`src/rtl/coaster_pkg.sv`:
```
// Shared encodings for the coaster track controller: FSM states, actuator
// command codes, fault codes and default dispatch weight bounds.
package coaster_pkg;

    typedef enum logic [1:0] {
        ST_IDLE  = 2'b00,
        ST_RUN   = 2'b01,
        ST_FAULT = 2'b10
    } state_t;

    localparam logic [2:0] SPD_ACCEL = 3'b100;
    localparam logic [2:0] SPD_DECEL = 3'b010;
    localparam logic [2:0] SPD_EMERG = 3'b001;
    localparam logic [2:0] SPD_HOLD  = 3'b000;

    localparam logic [1:0] FC_NONE    = 2'b00;
    localparam logic [1:0] FC_SEQ     = 2'b01;
    localparam logic [1:0] FC_TIMEOUT = 2'b10;

    localparam int WEIGHT_MIN_DEF = 200;
    localparam int WEIGHT_MAX_DEF = 2000;

endpackage

```
`src/rtl/coaster_limit_sel.sv`:
```
// Selects the speed window of one segment from the packed limit vectors and
// compares the measured speed against it: cmp[0] = over Vmax, cmp[1] = under Vmin.
module coaster_limit_sel #(
    parameter int                       N_SEG     = 4,
    parameter int                       W_SPD     = 9,
    parameter logic [N_SEG*W_SPD-1:0]   V_MAX_VEC = {9'd30, 9'd20, 9'd50, 9'd30},
    parameter logic [N_SEG*W_SPD-1:0]   V_MIN_VEC = {9'd10, 9'd10, 9'd20, 9'd5}
) (
    input  logic [$clog2(N_SEG)-1:0] seg,
    input  logic [W_SPD-1:0]         speed,
    output logic [1:0]               cmp
);

    logic [W_SPD-1:0] v_max;
    logic [W_SPD-1:0] v_min;

    // Segment 0 sits in the LSBs of each packed vector.
    assign v_max = V_MAX_VEC[int'(seg)*W_SPD +: W_SPD];
    assign v_min = V_MIN_VEC[int'(seg)*W_SPD +: W_SPD];

    assign cmp = {speed < v_min, speed > v_max};

endmodule

```
`src/rtl/coaster_track_ctrl.sv`:
```
// Ride controller: dispatches the car from the loading position, tracks it
// segment by segment from the IR chain, regulates speed and latches faults.
module coaster_track_ctrl
    import coaster_pkg::*;
#(
    parameter int                       N_SEG       = 4,
    parameter int                       W_WT        = 12,
    parameter int                       W_SPD       = 9,
    parameter int                       WEIGHT_MIN  = WEIGHT_MIN_DEF,
    parameter int                       WEIGHT_MAX  = WEIGHT_MAX_DEF,
    parameter logic [N_SEG*W_SPD-1:0]   V_MAX_VEC   = {9'd30, 9'd20, 9'd50, 9'd30},
    parameter logic [N_SEG*W_SPD-1:0]   V_MIN_VEC   = {9'd10, 9'd10, 9'd20, 9'd5},
    parameter int                       SEG_TIMEOUT = 1000
) (
    input  logic                     i_clk,
    input  logic                     i_rst,
    input  logic [W_WT-1:0]          i_weight,
    input  logic                     i_start,
    input  logic [W_SPD-1:0]         i_speed,
    input  logic [N_SEG:0]           i_sensor,
    input  logic                     i_fault_clr,
    output logic [2:0]               o_speed_control,
    output logic [1:0]               o_state,
    output logic [$clog2(N_SEG)-1:0] o_seg,
    output logic [1:0]               o_alarm,
    output logic [W_WT-1:0]          o_f_push,
    output logic [W_WT-1:0]          o_f_brake,
    output logic                     o_destination,
    output logic [1:0]               o_fault_code
);

    localparam int SW = $clog2(N_SEG);
    localparam int TW = $clog2(SEG_TIMEOUT);

    localparam logic [W_WT-1:0]  WT_MIN      = W_WT'(WEIGHT_MIN);
    localparam logic [W_WT-1:0]  WT_MAX      = W_WT'(WEIGHT_MAX);
    localparam logic [TW-1:0]    TMR_LAST    = TW'(SEG_TIMEOUT - 1);
    localparam logic [SW-1:0]    SEG_LAST    = SW'(N_SEG - 1);
    localparam logic [N_SEG:0]   SENSOR_HOME = (N_SEG + 1)'(1);

    state_t          state_q, state_d;
    logic [SW-1:0]   seg_q, seg_d;
    logic [TW-1:0]   tmr_q, tmr_d;
    logic [W_WT-1:0] wt_q, wt_d;
    logic [2:0]      ctrl_q, ctrl_d;
    logic [W_WT-1:0] push_q, push_d;
    logic [W_WT-1:0] brake_q, brake_d;
    logic            dest_q, dest_d;
    logic [1:0]      fc_q, fc_d;
    logic [1:0]      alarm_q;

    logic [1:0]      cmp;
    logic [N_SEG:0]  own_mask, exp_mask;
    logic            illegal_hit, exp_hit, wt_ok, at_home;

    // Limits are indexed by the registered segment, so a new window applies
    // from the cycle after the segment change.
    coaster_limit_sel #(
        .N_SEG     (N_SEG),
        .W_SPD     (W_SPD),
        .V_MAX_VEC (V_MAX_VEC),
        .V_MIN_VEC (V_MIN_VEC)
    ) u_limit_sel (
        .seg   (seg_q),
        .speed (i_speed),
        .cmp   (cmp)
    );

    assign own_mask    = SENSOR_HOME << seg_q;
    assign exp_mask    = own_mask << 1;
    assign illegal_hit = |(i_sensor & ~(own_mask | exp_mask));
    assign exp_hit     = |(i_sensor & exp_mask);
    assign wt_ok       = (i_weight > WT_MIN) && (i_weight < WT_MAX);
    assign at_home     = (i_sensor == SENSOR_HOME);

    // NOTE: every signal written here gets a default first, so no path can
    // leave one unassigned and infer a latch.
    always_comb begin
        state_d = state_q;
        seg_d   = seg_q;
        tmr_d   = tmr_q;
        wt_d    = wt_q;
        fc_d    = fc_q;
        ctrl_d  = SPD_HOLD;
        push_d  = '0;
        brake_d = '0;
        dest_d  = 1'b0;

        unique case (state_q)
            ST_IDLE: begin
                if (i_start && wt_ok && at_home) begin
                    state_d = ST_RUN;
                    wt_d    = i_weight;
                    seg_d   = '0;
                    tmr_d   = '0;
                end
            end
            ST_RUN: begin
                if (cmp[0]) begin
                    ctrl_d  = SPD_DECEL;
                    brake_d = wt_q;
                end else if (cmp[1]) begin
                    ctrl_d  = SPD_ACCEL;
                    push_d  = wt_q;
                end
                // Sequence errors beat an expected hit; an expected hit beats timeout.
                if (illegal_hit) begin
                    state_d = ST_FAULT;
                    fc_d    = FC_SEQ;
                    ctrl_d  = SPD_EMERG;
                    push_d  = '0;
                    brake_d = wt_q;
                end else if (exp_hit) begin
                    tmr_d = '0;
                    if (seg_q == SEG_LAST) begin
                        state_d = ST_IDLE;
                        seg_d   = '0;
                        dest_d  = 1'b1;
                        ctrl_d  = SPD_HOLD;
                        push_d  = '0;
                        brake_d = '0;
                    end else begin
                        seg_d = seg_q + 1'b1;
                    end
                end else if (tmr_q == TMR_LAST) begin
                    state_d = ST_FAULT;
                    fc_d    = FC_TIMEOUT;
                    ctrl_d  = SPD_EMERG;
                    push_d  = '0;
                    brake_d = wt_q;
                end else begin
                    tmr_d = tmr_q + 1'b1;
                end
            end
            ST_FAULT: begin
                if (i_fault_clr && at_home) begin
                    state_d = ST_IDLE;
                    fc_d    = FC_NONE;
                    seg_d   = '0;
                    tmr_d   = '0;
                end else begin
                    ctrl_d  = SPD_EMERG;
                    brake_d = wt_q;
                end
            end
            default: state_d = ST_IDLE;
        endcase
    end

    // NOTE: state registers use non-blocking assignments so every flop samples
    // the pre-edge values regardless of process ordering.
    always_ff @(posedge i_clk) begin
        if (i_rst) begin
            state_q <= ST_IDLE;
            seg_q   <= '0;
            tmr_q   <= '0;
            wt_q    <= '0;
            ctrl_q  <= SPD_HOLD;
            push_q  <= '0;
            brake_q <= '0;
            dest_q  <= 1'b0;
            fc_q    <= FC_NONE;
            alarm_q <= '0;
        end else begin
            state_q <= state_d;
            seg_q   <= seg_d;
            tmr_q   <= tmr_d;
            wt_q    <= wt_d;
            ctrl_q  <= ctrl_d;
            push_q  <= push_d;
            brake_q <= brake_d;
            dest_q  <= dest_d;
            fc_q    <= fc_d;
            alarm_q <= {i_weight < WT_MIN, i_weight > WT_MAX};
        end
    end

    assign o_state         = state_q;
    assign o_seg           = seg_q;
    assign o_speed_control = ctrl_q;
    assign o_f_push        = push_q;
    assign o_f_brake       = brake_q;
    assign o_destination   = dest_q;
    assign o_fault_code    = fc_q;
    assign o_alarm         = alarm_q;

endmodule
```
`config.mk`:
```
export PLATFORM = sky130hd
export DESIGN_NAME = coaster_track_ctrl
export DESIGN_NICKNAME = d
export VERILOG_FILES = /design/src/rtl/coaster_pkg.sv /design/src/rtl/coaster_limit_sel.sv /design/src/rtl/coaster_track_ctrl.sv
export SDC_FILE = /design/constraint.sdc
export NUM_CORES = 1
export LEC_CHECK = 0
export ABC_AREA = 1
export CAP_MARGIN = 15
export CORE_MARGIN = 3
export CORE_UTILIZATION = 51
export CTS_CLUSTER_DIAMETER = 60
export DETAILED_ROUTE_END_ITERATION = 10
export GPL_TIMING_DRIVEN = 0
export HOLD_SLACK_MARGIN = 0.1
export PLACE_DENSITY = 0.86
export SLEW_MARGIN = 10
export SYNTH_ARGS = -nofsm -noshare
export SYNTH_HDL_FRONTEND = slang
export SYNTH_HIERARCHICAL = 1
export SYNTH_SLANG_ARGS = --single-unit
```
`constraint.sdc`:
```
create_clock -name i_clk -period 2.55 [get_ports i_clk]
set_clock_uncertainty 0.1 [all_clocks]
set_input_delay 0.255 -clock i_clk [delete_from_list [all_inputs] [get_ports i_clk]]
set_output_delay 0.255 -clock i_clk [all_outputs]
set_load 0.02 [all_outputs]
```
==> summary.md <==
| Metric | Value |
|---|---|
| Outcome | `finished clean` |
| Layout Cells excl Fill | `586` |
| Hold path start | `wt_q[2]` |
| Total die area | `7220 um^2` |
| Remaining Overflow, GRT | `0` |
| Post-cts resize count | `0` |
| Worst R2R Start | `o_seg[1]` |
| Period utilization | `93.37%` |
| Max cap viols | `0` |
| Syn Inst Count | `430` |
| Tightest Pin Transition | `567.4 ps` |
| Post-CTS setup buffer count | `0` |
| Layout cells sized above 1 | `17.61%` |
| Avg Inst Size Synth | `7.397 um^2` |
| Worst min path class | `reg -> reg` |
| Area of placed instances | `3925 um^2` |
| Worst-skew pair later-pin latency | `350 ps` |
| CP max stage delay | `420 ps` |
| Hold buffer count at cts | `0` |
| Die extent in x | `84.97 um` |
| Clk buf depth | `2` |
| Worst-path clk slew | `70 ps` |
| Total GRT Usage | `22.60%` |
| Pleak | `1.659 nW` |
| Worst setup SP type | `register` |
| Syn-to-layout area delta | `30.72%` |
| Crit. End Element | `register` |
| Setup TNS | `0 ps` |
| CTS tree | `built` |
| Clk root buf | `clkbuf_8` |
| Number of global-route vias before repair | `3019` |
| Vias | `3092` |
| Commonest non-fill, non-tap cells in the layout | `nand2_1 (96), clkdlybuf4s50_1 (65), dfxtp_1 (56)` |
| CP Launch Point | `o_seg[1]` |
| Pwr dens | `487.0 nW/um^2` |
| Slew Limit Fails | `0` |
| Wire per inst | `13.41 um` |
| H-tree depth | `3` |
| Commonest non-fill, non-tap cell in the layout | `nand2_1` |
| Worst Path Buf+Inv | `2` |
| DRT iter0 DRCs | `213` |
| CP arrival | `2550 ps` |
| Final antenna-violating net count | `0` |
| Data required, critical path | `2720 ps` |
| # rows | `28` |
| Clk sinks | `58` |
| Flops & latches, synth | `58` |
| Worst vdd ir | `0.0006427 V` |
| Initial Utilization | `53.09%` |
| Diode count | `0` |
| Yosys cell types | `30` |
| Crit path max-delay family | `simple AND/OR/NAND/NOR gates` |
| Die Height | `84.97 um` |
| Seq/Total Area, Yosys | `36.51%` |
| Largest net degree at the start of global routing | `13` |
| First-pass GRT wire length | `13250 um` |
| Vias per Instance | `5.276` |
| Post-route cell area | `4158 um^2` |
| # port buffers | `65` |
| Time the worst path needs with I/O delays and setup | `2381 ps` |
| CP Cell Sequence | `inv_1 > ha_1 > ha_1 > nand2_1 > nor2_1 > nand2_1 > nor2_1 > a21oi_2 > nand3b_2 > buf_6 > nor3_2` |
| DRC | `0` |
| Syn. warnings | `6` |
| DP HPWL | `5934 um` |
| Routed wire length | `7861 um` |
| GPL Wtd Cong | `0.9416` |
| Final Hold Viols | `0` |
| Fill cell count | `450` |
| Nets | `555` |
| Maximum fanout along the worst path | `10` |
| Slowest CP cell | `dfxtp_2` |
| Cts bufs inserted | `9` |
| Initial antenna violation count | `0` |
| Core area | `5991 um^2` |
| Pwr Total | `2.025 mW` |
| Crit path kind | `reg -> reg` |
| DP Cell Count | `570` |
| Endpoints failing setup | `0` |
| Achievable Freq | `0.4200 GHz` |
| Fin worst setup slack | `169.1 ps` |
| Slew headroom | `62.17%` |
| Mapped Area | `3181 um^2` |
| Setup WS pre-CTS | `75.15 ps` |
| Pre-antenna DRT Iters | `6` |
| Num ports | `66` |
| Post-synth net total | `479` |
==> state kept, by name, summed over array words and instances, names as in the netlist <==
signal,cells
wt_q,12
o_seg,2
o_fault_code,2
o_alarm,2
tmr_q,10
o_speed_control,3
o_destination,1
o_f_brake,12
o_f_push,12
o_state,2
==> worst min-delay path, delay by kind of cell, from the launching register on <==
| family | cells | cell delay, ps |
|---|---|---|
| flip-flops | 1 | 310 |
| AO/OA/AOI/OAI | 1 | 30 |
| AND/OR/NAND/NOR | 1 | 70 |
==> per-stage QoR <==
stage | utilization, % | hold WS [ps]
global placement | 65.52 | 342.1
finish | 69.40 | 349.2
floorplan | - | 234.1
global route | 69.40 | 357.8
CTS | 69.30 | 351.6
detailed placement | 65.52 | 340.2
==> worst paths after layout <==
kind	end	slack [ps]	cells after the start
worst min-delay path	o_f_brake[2]	350	2
worst max-delay path	o_f_push[7]	170	11
worst min register to register	o_f_brake[2]	350	2
worst max register to register	o_f_push[7]	170	11
==> metal layers <==
metal	track usage, %	wire length, um	up-vias
li1	-	-	1531
met1	25.89	3230	1425
met2	40.40	3986	117
met3	5.825	494	19
met4	8.058	149	0
met5	0	0	-
==> power breakdown <==
| part | internal (mW) | switching (mW) |
|---|---|---|
| clock network | 0.557 | 0.398 |
| registers | 0.910 | 0.00353 |
| logic | 0.0737 | 0.0824 |
==> synth_stat cells <==
| master | instances | area (um^2) |
|---|---|---|
| nor3_2 | 13 | 130.1 |
| nand4_2 | 1 | 12.51 |
| o21ai_2 | 3 | 26.28 |
| buf_6 | 4 | 45.04 |
| nand3b_2 | 1 | 11.26 |
| clkbuf_1 | 4 | 15.01 |
| nand3_1 | 27 | 135.1 |
| nand2_1 | 96 | 360.4 |
| nor3b_1 | 1 | 7.510 |
| buf_4 | 5 | 37.54 |
| o21ai_0 | 12 | 60.06 |
| ha_1 | 19 | 237.7 |
| dfxtp_1 | 58 | 1161 |
| nor3_1 | 7 | 35.03 |
| inv_1 | 53 | 198.9 |
| nor4_1 | 1 | 6.260 |
| nand4_1 | 6 | 37.54 |
| nor2_1 | 41 | 153.9 |
| inv_2 | 6 | 22.52 |
| nand3_2 | 6 | 60.06 |
| a21oi_1 | 30 | 150.1 |
| a31oi_1 | 1 | 6.260 |
| nand2_2 | 5 | 31.28 |
| o211ai_1 | 1 | 7.510 |
| nor2_2 | 3 | 18.77 |
| buf_2 | 4 | 20.02 |
| xor2_1 | 2 | 17.52 |
| nor2_4 | 2 | 22.52 |
| a21oi_2 | 16 | 140.1 |
| or2_2 | 2 | 12.51 |
==> area by class of cell <==
class / instances / area [um^2] / area share [%]
clock buffers: 9 / 123.9 / 2.979
clock inverters: 7 / 102.6 / 2.468
repair buffers: 65 / 650.6 / 15.65
plain buffers: 17 / 117.6 / 2.829
multi-input cells: 296 / 1684 / 40.51
flip-flops and latches: 58 / 1164 / 27.99
inverters: 59 / 221.5 / 5.326
well taps: 75 / 93.84 / 2.257
==> logic make-up after synthesis <==
family / share of synthesized area, %
buffers and inverters: 10.66
adders and majority gates: 7.474
AOI/OAI and AO/OA: 12.27
DFF: 36.51
and+or+nand+nor: 32.53
xor gates and xnor gates: 0.5508
Power figures use the tool's default switching activity.
